**src/rtl/split_solution_gen.sv**
```systemverilog
// rtl/split_solution_gen.sv - LFSR candidate generator driving a split_N checker, returns first satisfying assignment
module split_solution_gen #(
    parameter int          VEC_W     = 64,
    parameter int          MAX_TRIES = 1024,
    parameter logic [63:0] SEED_DEF  = 64'h0000_0000_0000_0001
) (
    input  logic             clk,
    input  logic             rst,
    input  logic             seed_load,
    input  logic [63:0]      seed_in,
    input  logic             start,
    output logic [VEC_W-1:0] cand,
    input  logic             chk_ok,
    output logic             sol_valid,
    input  logic             sol_ready,
    output logic [VEC_W-1:0] sol_data,
    output logic             busy,
    output logic             fail,
    output logic [15:0]      tries
);

    // Number of 64-bit LFSR words needed to fill one candidate
    localparam int          NW        = (VEC_W + 63) / 64;
    localparam int          WCW       = (NW > 1) ? $clog2(NW) : 1;
    localparam logic [63:0] TAP_MASK  = 64'hD800_0000_0000_0000;
    localparam logic [15:0] MAX_T16   = 16'(MAX_TRIES);
    localparam logic [WCW-1:0] LAST_W = WCW'(NW - 1);

    typedef enum logic [1:0] {
        S_IDLE  = 2'd0,
        S_GEN   = 2'd1,
        S_CHECK = 2'd2,
        S_HOLD  = 2'd3
    } state_t;

    state_t           r_state;
    logic [63:0]      r_lfsr;
    logic [VEC_W-1:0] r_cand;
    logic [VEC_W-1:0] r_sol_data;
    logic             r_sol_valid;
    logic             r_fail;
    logic [15:0]      r_tries;
    logic [WCW-1:0]   r_word;

    logic [63:0]      w_lfsr_next;
    logic [VEC_W-1:0] w_cand_next;
    logic [15:0]      w_tries_inc;

    // Galois right-shift step: the bit shifted out selects the tap mask
    assign w_lfsr_next = {1'b0, r_lfsr[63:1]} ^ (r_lfsr[0] ? TAP_MASK : 64'h0);
    assign w_tries_inc = r_tries + 16'd1;

    // Each fresh word enters at the top of the candidate; older words slide down
    generate
        if (VEC_W <= 64) begin : g_narrow
            assign w_cand_next = w_lfsr_next[VEC_W-1:0];
        end else begin : g_wide
            assign w_cand_next = {w_lfsr_next, r_cand[VEC_W-1:64]};
        end
    endgenerate

    // Search FSM: generate candidate words, check, hold the solution until accepted
    always_ff @(posedge clk) begin
        if (rst) begin
            r_state     <= S_IDLE;
            r_lfsr      <= SEED_DEF;
            r_cand      <= '0;
            r_sol_data  <= '0;
            r_sol_valid <= 1'b0;
            r_fail      <= 1'b0;
            r_tries     <= 16'd0;
            r_word      <= '0;
        end else begin
            case (r_state)
                S_IDLE: begin
                    if (seed_load) begin
                        r_lfsr <= (seed_in == 64'h0) ? 64'h1 : seed_in;
                    end else if (start) begin
                        r_tries <= 16'd0;
                        r_fail  <= 1'b0;
                        r_word  <= '0;
                        r_state <= S_GEN;
                    end
                end
                S_GEN: begin
                    r_lfsr <= w_lfsr_next;
                    r_cand <= w_cand_next;
                    if (r_word == LAST_W) begin
                        r_word  <= '0;
                        r_state <= S_CHECK;
                    end else begin
                        r_word <= r_word + WCW'(1);
                    end
                end
                S_CHECK: begin
                    if (chk_ok) begin
                        r_sol_data  <= r_cand;
                        r_sol_valid <= 1'b1;
                        r_tries     <= w_tries_inc;
                        r_state     <= S_HOLD;
                    end else if (w_tries_inc == MAX_T16) begin
                        r_tries <= MAX_T16;
                        r_fail  <= 1'b1;
                        r_state <= S_IDLE;
                    end else begin
                        r_tries <= w_tries_inc;
                        r_state <= S_GEN;
                    end
                end
                S_HOLD: begin
                    if (sol_ready) begin
                        r_sol_valid <= 1'b0;
                        r_state     <= S_IDLE;
                    end
                end
                default: begin
                    r_state <= S_IDLE;
                end
            endcase
        end
    end

    assign cand      = r_cand;
    assign sol_data  = r_sol_data;
    assign sol_valid = r_sol_valid;
    assign busy      = (r_state != S_IDLE);
    assign fail      = r_fail;
    assign tries     = r_tries;

endmodule

```
**config.mk**
```make
export PLATFORM = sky130hd
export DESIGN_NAME = split_solution_gen
export DESIGN_NICKNAME = d
export VERILOG_FILES = /design/src/rtl/split_solution_gen.sv
export SDC_FILE = /design/constraint.sdc
export NUM_CORES = 1
export LEC_CHECK = 0
export BUFFER_PORTS_ARGS = -buffer_cell sky130_fd_sc_hd__buf_4
export CORE_UTILIZATION = 28
export CTS_CLUSTER_DIAMETER = 50
export DETAILED_ROUTE_END_ITERATION = 10
export SETUP_SLACK_MARGIN = 0.4
export SYNTH_ARGS = -nofsm -noshare
export SYNTH_HDL_FRONTEND = slang
export SYNTH_SLANG_ARGS = --single-unit
```
**constraint.sdc**
```tcl
create_clock -name clk -period 3.75 [get_ports clk]
set_input_delay 0.75 -clock clk [delete_from_list [all_inputs] [get_ports clk]]
set_output_delay 0.75 -clock clk [all_outputs]
set_load 0.02 [all_outputs]
```
==> flow_summary.ini <==
[run_status]
status = finished clean

[timing]
tightestPinTransition_ns = 0.983
skew_ns = 0.0209
period_share_pct = 68.1
fmax_mhz = 392
setup_violations = 0
fin_crit_ns = 2.55
slew_viol_final = 0
slew_headroom_pct = 34.3
finalSetupTns_ns = 0
hold_viol_final = 0
rsz0062_at_grt = false

[clock_network]
clockBufferDepth = 3
clkTransAtPathRegs_ns = 0.06
post_cts_resized = 0
cts_sinks = 212
hold_buffers = 0
cts_tree = yes
ctsHtreeMaxLevel = 1
clock_latency_ns = 0.52
cts_root_buf = clkbuf_16
numCtsBuffers = 27
cts_setup_buffers = 0

[global_route]
grt_pass1_wl_um = 37800
grt_pass1_vias = 6883
grt_max_degree = 103
gr-total-overflow = 0
antenna_found_initial = 0
grt_use_total_pct = 16.0

[detailed_routing]
drt_iter0_drc = 548
drt-total-wl_um = 24600
wl_per_cell_um = 15.5
drc_errors = 0
antenna_left = 0
vias = 7657
dr.pass1.iters = 5
viasPerCell = 4.82

[yosys]
synth_edf_count = 0
yosysWarnings = 0
syn_area_um2 = 8070
ys_ff_latch = 212
yosys_most_used_dff = dfxtp_1
yosysSeqAreaShare_pct = 52.6
synth.distinct_cells = 49
synth_nets = 1087
ys_async_sr_fraction_pct = 0
avgSynthCellArea_um2 = 7.94
postSynthCellCount = 1016

[setup_path]
slowest_delay_ns = 0.58
r2r-start = r_state[1]
worstSetupStartpoint = r_state[1]
start_kind = flop
critPathMaxFanout = 35
path_class = reg -> reg
crit_chain = inv_1, nor2_1, nand2_2, buf_4, nand2_1, a21oi_1
required_ns = 4.14
critPathCaptureType = flop
crit_arrival_ns = 2.94
cp_slowest_cell = nand2_2

[floorplanning]
die_w_um = 172
core_area_um2 = 28100
num_rows = 61
die_height_um = 172
design.die.area_um2 = 29500
num_io_pins = 217
initial_core_util_pct = 28.7

[pwr]
powerDensity_nw_per_um2 = 487
power.total_w = 0.00529
vdd_drop_max_uv = 233
leakage_nw = 4.12

[cells_and_area]
mostFrequentLayoutCells = nand2_1, buf_4, dfxtp_1
fin_nets = 1266
final_cells = 1590
utilization_pct = 38.7
final_layout_size_suffix_gt1_share_pct = 23.7
layout_commonest_cell = nand2_1
area_growth_pct = 34.6

[placed_design]
hpwl_um = 16800
port_buffers = 216
dp_cells = 1544
gp_congestion = 0.831

[flow_run]
drv_cap = 0

[worst_hold_path]
hold_path_class = reg -> reg
worstHoldStart = sol_data[11]
[layer usage]
metal  wire length [um]  track usage, %
met1              11100            21.2
met2              11500            26.2
met3               1430            2.95
met4                555            5.00
met5                  0               0
[area by class of cell]
type | instances | area, um^2
Fill cell | 2936 | 17200
Sequential cell | 212 | 4240
Multi-Input combinational cell | 728 | 3550
Timing Repair Buffer | 224 | 1720
Clock buffer | 34 | 742
Tap cell | 378 | 473
Clock inverter | 11 | 124
Inverter | 2 | 7.51
Antenna cell | 1 | 2.50
[logic make-up (layout without fill, tap and decap cells)]
kind of cell             Yosys count  in the layout  synth area share, %
other                              0              1                    0
adder cells (fa/ha/maj)            1              1                0.155
flip-flops                       212            212                 52.6
buffers and inverters             76            271                 3.72
XOR/XNOR                           8              8                0.869
AO/OA/AOI/OAI                    229            229                 17.1
AND/OR/NAND/NOR                  490            490                 25.6
[state kept, by name, summed over array words and instances (netlist names)]
| register | count |
|---|---|
| tries | 16 |
| sol_data | 64 |
| r_lfsr | 64 |
| r_state | 2 |
| sol_valid | 1 |
| fail | 1 |
| cand | 64 |
[where the power goes]
group,switching [W],leakage (nW),internal (W)
Clock,0.000970,0.429,0.00153
Combinational,0.000260,1.97,0.000151
Sequential,0.0000483,1.72,0.00233
Total,0.00128,4.12,0.00401
[metrics by stage]
stage                     hold WS (ns)  worst slack (ns)  area, um^2
after floorplan                  0.445              1.42        8070
after global placement           0.444              1.26        9990
after detailed placement         0.447              1.14        9990
after CTS                        0.434              1.13       10900
after global routing             0.470             0.875       10900
final                            0.453              1.20       10900
[final timing paths]
| check | depth (start not counted) | slack (ns) | end |
|---|---|---|---|
| worst max-delay path | 6 | 1.20 | sol_data[43] |
| worst min-delay path | 2 | 0.45 | sol_data[11] |
| worst max register to register | 6 | 1.20 | sol_data[43] |
| worst min register to register | 2 | 0.45 | sol_data[11] |
[worst max-delay path: cells and delay by family (launching register included)]
kind,cells,cell delay (ns)
buffers and inverters,2,0.59
AO/OA/AOI/OAI,1,0.08
AND/OR/NAND/NOR,3,1.24
flip-flops,1,0.49
[cells in the mapped netlist (3+ instances only)]
master    count  area share, %
nand4_1       8           0.62
nor2b_1       5           0.39
xnor2_1       6           0.65
buf_2        10           0.62
a21oi_1     134            8.3
nor3_1        6           0.37
nor4b_1       4           0.43
a211oi_1      9           0.84
clkbuf_1     50            2.3
o21ai_0       3           0.19
o21ai_1       3           0.19
nand2_1     398             19
nor4_1       20            1.6
nand3_1       4           0.25
nand2b_1      3           0.23
or4_1         5           0.47
o211ai_2      4           0.62
buf_1        12           0.56
nor2_1       22            1.0
dfxtp_1     212             53
a31oi_1      61            4.7
Power figures use the tool's default switching activity.
